==> config.mk <==
export PLATFORM = sky130hd
export DESIGN_NAME = sfifo_pkt_flat
export DESIGN_NICKNAME = d
export VERILOG_FILES = /design/src/rtl/sfifo_pkt_if.sv /design/src/rtl/sfifo_pkt.sv /design/src/flat_wrapper.sv
export SDC_FILE = /design/constraint.sdc
export NUM_CORES = 1
export LEC_CHECK = 0
export ABC_AREA = 1
export BUFFER_PORTS_ARGS = -buffer_cell sky130_fd_sc_hd__clkbuf_2
export CORE_ASPECT_RATIO = 1.25
export CORE_MARGIN = 2
export CORE_UTILIZATION = 54
export DETAILED_ROUTE_END_ITERATION = 7
export PLACE_DENSITY = 0.79
export SLEW_MARGIN = 20
export SYNTH_ARGS = -nofsm -noshare
export SYNTH_HDL_FRONTEND = slang
export SYNTH_SLANG_ARGS = --single-unit
==> constraint.sdc <==
create_clock -name i_clk -period 2.76 [get_ports i_clk]
set_input_delay 0.138 -clock i_clk [delete_from_list [all_inputs] [get_ports i_clk]]
set_output_delay 0.138 -clock i_clk [all_outputs]
set_load 0.05 [all_outputs]
==> src/rtl/sfifo_pkt_if.sv <==
// Write/read bundle of the packet FIFO.
// master = producer/consumer side, slave = FIFO.
interface sfifo_pkt_if #(
   parameter int BW     = 8,
   parameter int LGFLEN = 4
);
   logic              i_flush;
   logic              i_wr;
   logic [BW-1:0]     i_data;
   logic              i_commit;
   logic              i_abort;
   logic              o_full;
   logic [LGFLEN:0]   o_pending;
   logic              o_overflow;
   logic [LGFLEN:0]   i_afull_thresh;
   logic              o_afull;
   logic              i_rd;
   logic [BW-1:0]     o_data;
   logic              o_empty;
   logic [LGFLEN:0]   o_fill;
   logic [LGFLEN:0]   i_aempty_thresh;
   logic              o_aempty;
   logic              o_underflow;

   modport master (
      output i_flush, i_wr, i_data, i_commit, i_abort,
      output i_afull_thresh, i_rd, i_aempty_thresh,
      input  o_full, o_pending, o_overflow, o_afull,
      input  o_data, o_empty, o_fill, o_aempty, o_underflow
   );

   modport slave (
      input  i_flush, i_wr, i_data, i_commit, i_abort,
      input  i_afull_thresh, i_rd, i_aempty_thresh,
      output o_full, o_pending, o_overflow, o_afull,
      output o_data, o_empty, o_fill, o_aempty, o_underflow
   );
endinterface

==> src/rtl/sfifo_pkt.sv <==
// First-word-fall-through FIFO with packet commit/abort,
// thresholds, flush and overflow/underflow pulses.
module sfifo_pkt #(
   parameter int BW             = 8,
   parameter int LGFLEN         = 4,
   parameter bit OPT_PACKET     = 1'b1,
   parameter bit OPT_ASYNC_READ = 1'b1
) (
   input logic         i_clk,
   input logic         i_reset_n,
   sfifo_pkt_if.slave  bus
);
   localparam int FLEN = 1 << LGFLEN;
   localparam logic [LGFLEN:0] FLEN_P = (LGFLEN+1)'(FLEN);

   typedef logic [LGFLEN:0] ptr_t;

   ptr_t wr_q, wr_d, cm_q, cm_d, rd_q, rd_d;
   ptr_t fill_q, fill_d, pend_q, pend_d, total_d;
   logic full_q, full_d, empty_q, empty_d;
   logic afull_q, afull_d, aempty_q, aempty_d;
   logic ovf_q, ovf_d, udf_q, udf_d;
   logic w_wr, w_rd, mem_we;

   logic [BW-1:0] mem [FLEN];

   always_comb begin
      w_wr   = bus.i_wr && !full_q;
      w_rd   = bus.i_rd && !empty_q;
      mem_we = w_wr && !bus.i_flush;
      wr_d   = wr_q + ptr_t'(w_wr);
      cm_d   = cm_q;
      rd_d   = rd_q + ptr_t'(w_rd);
      if (bus.i_flush) begin
         wr_d = '0;
         cm_d = '0;
         rd_d = '0;
      end else if (OPT_PACKET && bus.i_abort) begin
         wr_d = cm_q;
      end else if (!OPT_PACKET || bus.i_commit) begin
         cm_d = wr_d;
      end
      fill_d   = cm_d - rd_d;
      pend_d   = wr_d - cm_d;
      total_d  = wr_d - rd_d;
      full_d   = (total_d == FLEN_P);
      empty_d  = (fill_d == '0);
      afull_d  = (total_d >= bus.i_afull_thresh);
      aempty_d = (fill_d <= bus.i_aempty_thresh);
      ovf_d    = bus.i_wr && full_q;
      udf_d    = bus.i_rd && empty_q;
   end

   always_ff @(posedge i_clk) begin
      if (!i_reset_n) begin
         wr_q     <= '0;
         cm_q     <= '0;
         rd_q     <= '0;
         fill_q   <= '0;
         pend_q   <= '0;
         full_q   <= 1'b0;
         empty_q  <= 1'b1;
         afull_q  <= 1'b0;
         aempty_q <= 1'b1;
         ovf_q    <= 1'b0;
         udf_q    <= 1'b0;
      end else begin
         wr_q     <= wr_d;
         cm_q     <= cm_d;
         rd_q     <= rd_d;
         fill_q   <= fill_d;
         pend_q   <= pend_d;
         full_q   <= full_d;
         empty_q  <= empty_d;
         afull_q  <= afull_d;
         aempty_q <= aempty_d;
         ovf_q    <= ovf_d;
         udf_q    <= udf_d;
      end
   end

   always_ff @(posedge i_clk) begin
      if (mem_we) mem[wr_q[LGFLEN-1:0]] <= bus.i_data;
   end

   generate
      if (OPT_ASYNC_READ) begin : g_async
         assign bus.o_data = mem[rd_q[LGFLEN-1:0]];
      end else begin : g_sync
         logic [BW-1:0] data_q, data_d;
         // Head slot written this cycle: take the write data directly.
         always_comb begin
            data_d = mem[rd_d[LGFLEN-1:0]];
            if (mem_we && wr_q[LGFLEN-1:0] == rd_d[LGFLEN-1:0])
               data_d = bus.i_data;
         end
         always_ff @(posedge i_clk) begin
            data_q <= data_d;
         end
         assign bus.o_data = data_q;
      end
   endgenerate

   assign bus.o_full      = full_q;
   assign bus.o_empty     = empty_q;
   assign bus.o_fill      = fill_q;
   assign bus.o_pending   = pend_q;
   assign bus.o_afull     = afull_q;
   assign bus.o_aempty    = aempty_q;
   assign bus.o_overflow  = ovf_q;
   assign bus.o_underflow = udf_q;
endmodule

==> src/flat_wrapper.sv <==
// flat-port wrapper written by rule: the top's interface ports become plain ports
module sfifo_pkt_flat 
#(
   parameter int BW             = 8,
   parameter int LGFLEN         = 4,
   parameter bit OPT_PACKET     = 1'b1,
   parameter bit OPT_ASYNC_READ = 1'b1
)
  (i_clk, i_reset_n, bus_i_flush, bus_i_wr, bus_i_data, bus_i_commit, bus_i_abort, bus_i_afull_thresh, bus_i_rd, bus_i_aempty_thresh, bus_o_full, bus_o_pending, bus_o_overflow, bus_o_afull, bus_o_data, bus_o_empty, bus_o_fill, bus_o_aempty, bus_o_underflow);
  sfifo_pkt_if #(.BW(BW), .LGFLEN(LGFLEN)) bus_i ();
  input logic i_clk;
  input logic i_reset_n;
  input wire logic [$bits(bus_i.i_flush)-1:0] bus_i_flush;
  input wire logic [$bits(bus_i.i_wr)-1:0] bus_i_wr;
  input wire logic [$bits(bus_i.i_data)-1:0] bus_i_data;
  input wire logic [$bits(bus_i.i_commit)-1:0] bus_i_commit;
  input wire logic [$bits(bus_i.i_abort)-1:0] bus_i_abort;
  input wire logic [$bits(bus_i.i_afull_thresh)-1:0] bus_i_afull_thresh;
  input wire logic [$bits(bus_i.i_rd)-1:0] bus_i_rd;
  input wire logic [$bits(bus_i.i_aempty_thresh)-1:0] bus_i_aempty_thresh;
  output wire logic [$bits(bus_i.o_full)-1:0] bus_o_full;
  output wire logic [$bits(bus_i.o_pending)-1:0] bus_o_pending;
  output wire logic [$bits(bus_i.o_overflow)-1:0] bus_o_overflow;
  output wire logic [$bits(bus_i.o_afull)-1:0] bus_o_afull;
  output wire logic [$bits(bus_i.o_data)-1:0] bus_o_data;
  output wire logic [$bits(bus_i.o_empty)-1:0] bus_o_empty;
  output wire logic [$bits(bus_i.o_fill)-1:0] bus_o_fill;
  output wire logic [$bits(bus_i.o_aempty)-1:0] bus_o_aempty;
  output wire logic [$bits(bus_i.o_underflow)-1:0] bus_o_underflow;
  assign bus_i.i_flush = bus_i_flush;
  assign bus_i.i_wr = bus_i_wr;
  assign bus_i.i_data = bus_i_data;
  assign bus_i.i_commit = bus_i_commit;
  assign bus_i.i_abort = bus_i_abort;
  assign bus_i.i_afull_thresh = bus_i_afull_thresh;
  assign bus_i.i_rd = bus_i_rd;
  assign bus_i.i_aempty_thresh = bus_i_aempty_thresh;
  assign bus_o_full = bus_i.o_full;
  assign bus_o_pending = bus_i.o_pending;
  assign bus_o_overflow = bus_i.o_overflow;
  assign bus_o_afull = bus_i.o_afull;
  assign bus_o_data = bus_i.o_data;
  assign bus_o_empty = bus_i.o_empty;
  assign bus_o_fill = bus_i.o_fill;
  assign bus_o_aempty = bus_i.o_aempty;
  assign bus_o_underflow = bus_i.o_underflow;
  sfifo_pkt #(.BW(BW), .LGFLEN(LGFLEN), .OPT_PACKET(OPT_PACKET), .OPT_ASYNC_READ(OPT_ASYNC_READ)) u_core (.i_clk(i_clk), .i_reset_n(i_reset_n), .bus(bus_i));
endmodule
### Yosys cells after proc, flatten, opt, wreduce, memory -nomap -nowiden

Memory sizes are Yosys's and may differ from the RTL's. A register that Yosys moved wholly into a read port is not among the register bits.
Index checks and enable logic that the tools add are counted.

* register bits after elaboration: 31
* RAM bits: 128
* output and inout port bits: 24
* memories kept: 1

* add/subtract/negate cells: 5
* order comparisons: 2
* eq/ne operators: 1
* mux-type cells: 9
* reduce and logical (&&, ||, !) cells: 9

Memories
* u_core.mem: depth 16, width 8, read ports 1, clocked after memory_dff 1, write ports 1, RTL line sfifo_pkt.sv:25 `logic [BW-1:0] mem [FLEN];`

Operators with widths (number)
* 5-bit 2-to-1 mux: 6
* 5-bit subtractor: 3
* 5-bit by 1-bit adder with 5-bit output: 2
* 5-bit == test (second input constant): 1
* 5-bit >= comparator: 1
* 5-bit less-or-equal comparator: 1
* 1-bit logical AND: 5
* 5-bit logical NOT: 1
* 4-bit 2-to-1 mux: 1
* 1-bit logical NOT: 3
* 1-bit 2-to-1 mux: 2

### Longest topological paths before layout

* word-level depth: 8
* mapped depth: 22
* depth with buffers taken out: 22

### Worst setup path before layout

Ideal clock, no wire load.

* kind: register -> register
* start: register u_core.full_q, in the netlist u_core.bus.o_full
* end: register u_core.aempty_q, in the netlist u_core.bus.o_aempty
* library setup time: 131 ps
* data arrival time: 3139 ps
* slack: -511 ps
* stages on the path, launching flop included: 18
* path buffers: 0
* clock period less this slack: 3271 ps
* cell sequence: dfxtp_1 > nor2_1 > ha_1 > ha_1 > nor2_1 > nor3_1 > fa_1 > nand3_1 > nand2_1 > inv_1 > nand2_1 > nand2_1 > nand2_1 > nand2_1 > ha_1 > nand4_1 > o221ai_1 > o211ai_1

* cells in the longest elaborated chain, start to end: 8

Ends and longest elaborated chain
* start, declared: RTL line sfifo_pkt.sv:20 `logic full_q, full_d, empty_q, empty_d;`
* start signal, assigned: RTL line sfifo_pkt.sv:73 `full_q <= full_d;`
* 1-bit logical NOT: RTL line sfifo_pkt.sv:28 `w_wr = bus.i_wr && !full_q;`
* 1-bit logical AND: RTL line sfifo_pkt.sv:28
* 5-bit by 1-bit adder with 5-bit output: RTL line sfifo_pkt.sv:31 `wr_d = wr_q + ptr_t'(w_wr);`
* 5-bit 2-to-1 mux: RTL line sfifo_pkt.sv:40 `end else if (!OPT_PACKET || bus.i_commit) begin`
* 5-bit 2-to-1 mux: RTL line sfifo_pkt.sv:38 `end else if (OPT_PACKET && bus.i_abort) begin`
* 5-bit 2-to-1 mux: RTL line sfifo_pkt.sv:34 `if (bus.i_flush) begin`
* named net u_core.cm_d[1]: RTL line sfifo_pkt.sv:18 `ptr_t wr_q, wr_d, cm_q, cm_d, rd_q, rd_d;`
* 5-bit subtractor: RTL line sfifo_pkt.sv:43 `fill_d = cm_d - rd_d;`
* named net u_core.fill_d[4]: RTL line sfifo_pkt.sv:19 `ptr_t fill_q, fill_d, pend_q, pend_d, total_d;`
* 5-bit less-or-equal comparator: RTL line sfifo_pkt.sv:49 `aempty_d = (fill_d <= bus.i_aempty_thresh);`
* end signal, assigned: RTL line sfifo_pkt.sv:76 `aempty_q <= aempty_d;`
* end, declared: RTL line sfifo_pkt.sv:21 `logic afull_q, afull_d, aempty_q, aempty_d;`

The timed path passes the listed nets, and every way through them passes these cells.
A chain may end at the register's enable or synchronous reset.

### Worst setup path after layout

* start: register u_core.full_q, in the netlist u_core.bus.o_full
* end: register u_core.afull_q, in the netlist u_core.bus.o_afull

* cells in the longest elaborated chain, start to end: 7

Ends and longest elaborated chain
* 1-bit logical NOT: RTL line sfifo_pkt.sv:28
* 1-bit logical AND: RTL line sfifo_pkt.sv:28
* 5-bit by 1-bit adder with 5-bit output: RTL line sfifo_pkt.sv:31
* 5-bit 2-to-1 mux: RTL line sfifo_pkt.sv:38
* 5-bit 2-to-1 mux: RTL line sfifo_pkt.sv:34
* named net u_core.wr_d[3]: RTL line sfifo_pkt.sv:18
* 5-bit subtractor: RTL line sfifo_pkt.sv:45 `total_d = wr_d - rd_d;`
* 5-bit >= comparator: RTL line sfifo_pkt.sv:48 `afull_d = (total_d >= bus.i_afull_thresh);`
* end signal, assigned: RTL line sfifo_pkt.sv:75 `afull_q <= afull_d;`
* end, declared: RTL line sfifo_pkt.sv:21

The timed path passes the listed nets, and every way through them passes these cells.

==> flow_metrics.env <==
export IMPL_finalWeightedCongestion=0.900
export IMPL_worst_ep_arrival_time_ns=3.30
export IMPL_routed_via_count=5341
export IMPL_floorplan_die_area_mm2=0.0139
export IMPL_yosys_top_cells_count="sky130_fd_sc_hd__nor2_1, sky130_fd_sc_hd__edfxtp_1, sky130_fd_sc_hd__o21ai_0"
export IMPL_synthesis_yosys_warnings=0
export IMPL_worstSetupPathType="reg -> reg"
export IMPL_synth_area_leaders="sky130_fd_sc_hd__edfxtp_1, sky130_fd_sc_hd__dfxtp_1, sky130_fd_sc_hd__nor2_1, sky130_fd_sc_hd__o21ai_0, sky130_fd_sc_hd__ha_1"
export IMPL_critical_path_top_cell_by_count="sky130_fd_sc_hd__ha_4"
export IMPL_placement_io_buffers=48
export IMPL_drive_above_1_share_pct=26.5
export IMPL_cp_required_ns=3.12
export IMPL_post_synth_arst_share_pct=0
export IMPL_synth_top_flop_cell="sky130_fd_sc_hd__edfxtp_1"
export IMPL_mean_area_per_synthesized_cell_um2=10.9
export IMPL_post_route_ant_nets=0
export IMPL_post_drt_via_cell_ratio=5.79
export IMPL_reg2reg_from="u_core.bus.o_full$_SDFF_PN0_"
export IMPL_tightestPinTransition_ns=0.916
export IMPL_mappedNetlistArea_mm2=0.00699
export IMPL_clock_fmax_mhz=340
export IMPL_family_with_the_most_delay_on_the_worst_path="simple AND/OR/NAND/NOR gates"
export IMPL_design_final_nets=796
export IMPL_hold_ws_ns=0.0115
export IMPL_post_synth_top_area_cell="sky130_fd_sc_hd__edfxtp_1"
export IMPL_core_region_area_mm2=0.0127
export IMPL_synth_seq_area_share_pct=63.8
export IMPL_post_synth_edffs=128
export IMPL_drt_wl_total_um=17500
export IMPL_post_route_drc_count=0
export IMPL_ys_ff_latch=159
export IMPL_synth_top_cell_area_share_pct=55.0
export IMPL_n_antenna_cell=0
export IMPL_grt_first_pass_wirelength_um=26700
export IMPL_reg2reg_setup_slack_ns=-0.18
export IMPL_final_hold_violation_count=0
export IMPL_dp_final_hpwl_um=11000
export IMPL_max_transition_margin_pct=38.7
export IMPL_synth_nets=698
export IMPL_finish_cell_count_without_fillers=923
export IMPL_critPathSlowestCell="sky130_fd_sc_hd__dfxtp_4"
export IMPL_final_setup_worst_slack_ns=-0.177
export IMPL_finish_utilization_pct=68.8
export IMPL_numCtsBuffers=17
export IMPL_power_leakage_nw=3.37
export IMPL_dieHeight_um=131
export IMPL_syn_inst=644
export IMPL_run_status="finished, violations left"
export IMPL_number_of_violations_of_the_max_capacitance_limit=0
export IMPL_area_growth_pct=24.6
export IMPL_launch_instance_of_the_worst_min_delay_path="i_reset_n"
export IMPL_largest_net_degree_at_the_start_of_global_routing=70
export IMPL_clock_tree_buffer_depth=2
export IMPL_dpl_worst_slack_ns=-0.246
export IMPL_type_of_destination_of_the_critical_path="flip-flop"
export IMPL_synth_distinct_cells=32
export IMPL_crit_path_start="u_core.bus.o_full$_SDFF_PN0_"
export IMPL_detailedRoute_firstIterationViolations=455
export IMPL_start_kind="flip-flop"
export IMPL_timing_final_setup_violations=2
export IMPL_yosys_cell_count_top_type="sky130_fd_sc_hd__nor2_1"
export IMPL_cp_slowest_stage_delay_ns=0.35
export IMPL_timing_critical_path_cells="nor2_4 > ha_4 > nand3_2 > xor2_2 > nor2_2 > or3_1 > inv_2 > ha_4 > a21oi_2 > nand2_1 > nand3_2 > nand3_1 > nand2_2 > inv_2 > ha_4 > nand4_1 > o221ai_2 > nor2_1 > nor2_1"
export IMPL_timing_final_crit_period_ns=2.94
export IMPL_critPathBufInv=2
export IMPL_max_vdd_ir_drop_v=0.000356
export IMPL_clock_tree_htree_level_count=4
export IMPL_post_layout_total_power_mw=5.78
export IMPL_overflow=0
export IMPL_final_period_utilization_pct=106
export IMPL_numClockSinks=159
export IMPL_routed_wire_length_per_instance_um=19.0
export IMPL_skew_ns=0.0120
export IMPL_violated_checks="setup timing"
export IMPL_place_detailed_instances=880
export IMPL_path_max_fanout=4
export IMPL_worstHoldPathType="in -> reg"
export IMPL_power_per_cell_area_mw_per_mm2=663
export IMPL_num_fill_cells=879
export IMPL_num_rows=46
export IMPL_first_global_vias=5316
export IMPL_number_of_search_and_repair_iterations_in_the_first_detailed_routing_pass=5
export IMPL_rsz_0062_raised_after_global_routing="true"
export IMPL_clk_latency_ns=0.43
export IMPL_boundaryPins=49
export IMPL_groute_usage_overall_pct=25.2
export IMPL_final_max_slew_viol_count=0
export IMPL_tritoncts="yes"
export IMPL_clkSlewWorstSetupHoldPaths_ns=0.07
export IMPL_number_of_antenna_violations_at_the_first_check_in_global_routing=0
export IMPL_die_width_um=106
export IMPL_root_buffer="sky130_fd_sc_hd__clkbuf_16"
export IMPL_initial_core_util_pct=55.2
-- logic make-up after synthesis --
| family | count (synthesis) | share of synthesized area, % |
|---|---|---|
| flops | 159 | 63.8 |
| buf+inv | 85 | 5.12 |
| compound gates | 128 | 10.7 |
| simple gates | 237 | 14.1 |
| fa+ha+maj | 29 | 5.51 |
| xor+xnor | 6 | 0.751 |
-- state kept, by name (all words and copies together), names as in the netlist, 5 cells and up --
signal                flops
u_core.cm_q               5
u_core.mem              128
u_core.rd_q               5
u_core.bus.o_pending      5
u_core.wr_q               5
u_core.bus.o_fill         5
-- through the flow --
step | area (µm²) | TNS (ns)
after floorplan | 7100 | -0.0965
after global placement | 7790 | -0.158
after detailed placement | 7790 | -0.408
after CTS | 8500 | -0.209
after global routing | 8720 | -0.645
final | 8720 | -0.310
-- final cells by class --
| cell class | instances | area [µm²] | area share, % |
|---|---|---|---|
| repair buffers | 110 | 739 | 8.48 |
| clock buffers | 17 | 425 | 4.88 |
| clock inverters | 15 | 196 | 2.25 |
| inverters | 54 | 203 | 2.33 |
| flip-flops and latches | 159 | 4470 | 51.3 |
| well taps | 168 | 210 | 2.41 |
| multi-input cells | 400 | 2470 | 28.3 |
-- power by group --
part | switching [mW] | internal (mW)
sequential | 0.0168 | 2.63
combinational | 0.447 | 0.238
clock | 0.992 | 1.45
total | 1.46 | 4.32
-- routing by layer --
layer	wire (µm)	up-vias	GRT usage (%)
met5	0	-	0
met4	520	0	11.5
met3	1240	40	4.81
met2	9490	268	44.8
met1	6270	2577	29.3
li1	-	2456	-
-- cell usage in the layout, fill, tap and decap left out, types with 2 or more instances in the layout --
| cell type | count |
|---|---|
| sky130_fd_sc_hd__bufinv_16 | 3 |
| sky130_fd_sc_hd__xnor2_1 | 2 |
| sky130_fd_sc_hd__clkinv_4 | 4 |
| sky130_fd_sc_hd__inv_1 | 43 |
| sky130_fd_sc_hd__nor2_4 | 2 |
| sky130_fd_sc_hd__dfxtp_1 | 28 |
| sky130_fd_sc_hd__nor3_2 | 3 |
| sky130_fd_sc_hd__inv_6 | 5 |
| sky130_fd_sc_hd__o211ai_1 | 22 |
| sky130_fd_sc_hd__clkbuf_16 | 17 |
| sky130_fd_sc_hd__o221ai_1 | 13 |
| sky130_fd_sc_hd__a21oi_1 | 14 |
| sky130_fd_sc_hd__buf_12 | 2 |
| sky130_fd_sc_hd__fa_1 | 2 |
| sky130_fd_sc_hd__ha_4 | 10 |
| sky130_fd_sc_hd__dfxtp_4 | 2 |
| sky130_fd_sc_hd__ha_1 | 16 |
| sky130_fd_sc_hd__nand2_2 | 8 |
| sky130_fd_sc_hd__dlygate4sd3_1 | 2 |
| sky130_fd_sc_hd__o21ai_0 | 63 |
| sky130_fd_sc_hd__edfxtp_1 | 128 |
| sky130_fd_sc_hd__inv_2 | 10 |
| sky130_fd_sc_hd__o21ai_1 | 8 |
| sky130_fd_sc_hd__clkbuf_2 | 48 |
| sky130_fd_sc_hd__o21ai_2 | 2 |
| sky130_fd_sc_hd__nand3_2 | 8 |
| sky130_fd_sc_hd__buf_4 | 57 |
| sky130_fd_sc_hd__a21oi_2 | 3 |
| sky130_fd_sc_hd__nand4_1 | 5 |
| sky130_fd_sc_hd__nor2_1 | 137 |
| sky130_fd_sc_hd__nand3_1 | 28 |
| sky130_fd_sc_hd__inv_8 | 2 |
| sky130_fd_sc_hd__nand2_1 | 37 |
| sky130_fd_sc_hd__xor2_2 | 2 |
-- what timing repair did --
action / CTS / global route
setup endpoints to repair: 8 / 9
hold buffers: 2 / 0
setup buffers: 4 / 5
resized for setup: 11 / 37
endpoints found under the hold margin: 2 / 0
pin swaps: 5 / 12
-- worst paths after layout --
kind | to | cells past startpoint
min | u_core.bus.o_empty$_SDFF_PN1_ | 2
max | u_core.bus.o_afull$_SDFF_PN0_ | 19
max reg2reg | u_core.bus.o_afull$_SDFF_PN0_ | 19
min reg2reg | u_core.bus.o_underflow$_SDFF_PN0_ | 2
-- worst register-to-register path, cell delays in order, from the launching register on --
cell and delay, ns:
sky130_fd_sc_hd__dfxtp_4 0.35, sky130_fd_sc_hd__nor2_4 0.10, sky130_fd_sc_hd__ha_4 0.16, sky130_fd_sc_hd__nand3_2 0.08, sky130_fd_sc_hd__xor2_2 0.25, sky130_fd_sc_hd__nor2_2 0.07
sky130_fd_sc_hd__or3_1 0.32, sky130_fd_sc_hd__inv_2 0.08, sky130_fd_sc_hd__ha_4 0.20, sky130_fd_sc_hd__a21oi_2 0.14, sky130_fd_sc_hd__nand2_1 0.08, sky130_fd_sc_hd__nand3_2 0.08
sky130_fd_sc_hd__nand3_1 0.11, sky130_fd_sc_hd__nand2_2 0.09, sky130_fd_sc_hd__inv_2 0.05, sky130_fd_sc_hd__ha_4 0.29, sky130_fd_sc_hd__nand4_1 0.12, sky130_fd_sc_hd__o221ai_2 0.16
sky130_fd_sc_hd__nor2_1 0.06, sky130_fd_sc_hd__nor2_1 0.08
(Power assumes the default switching activity.)
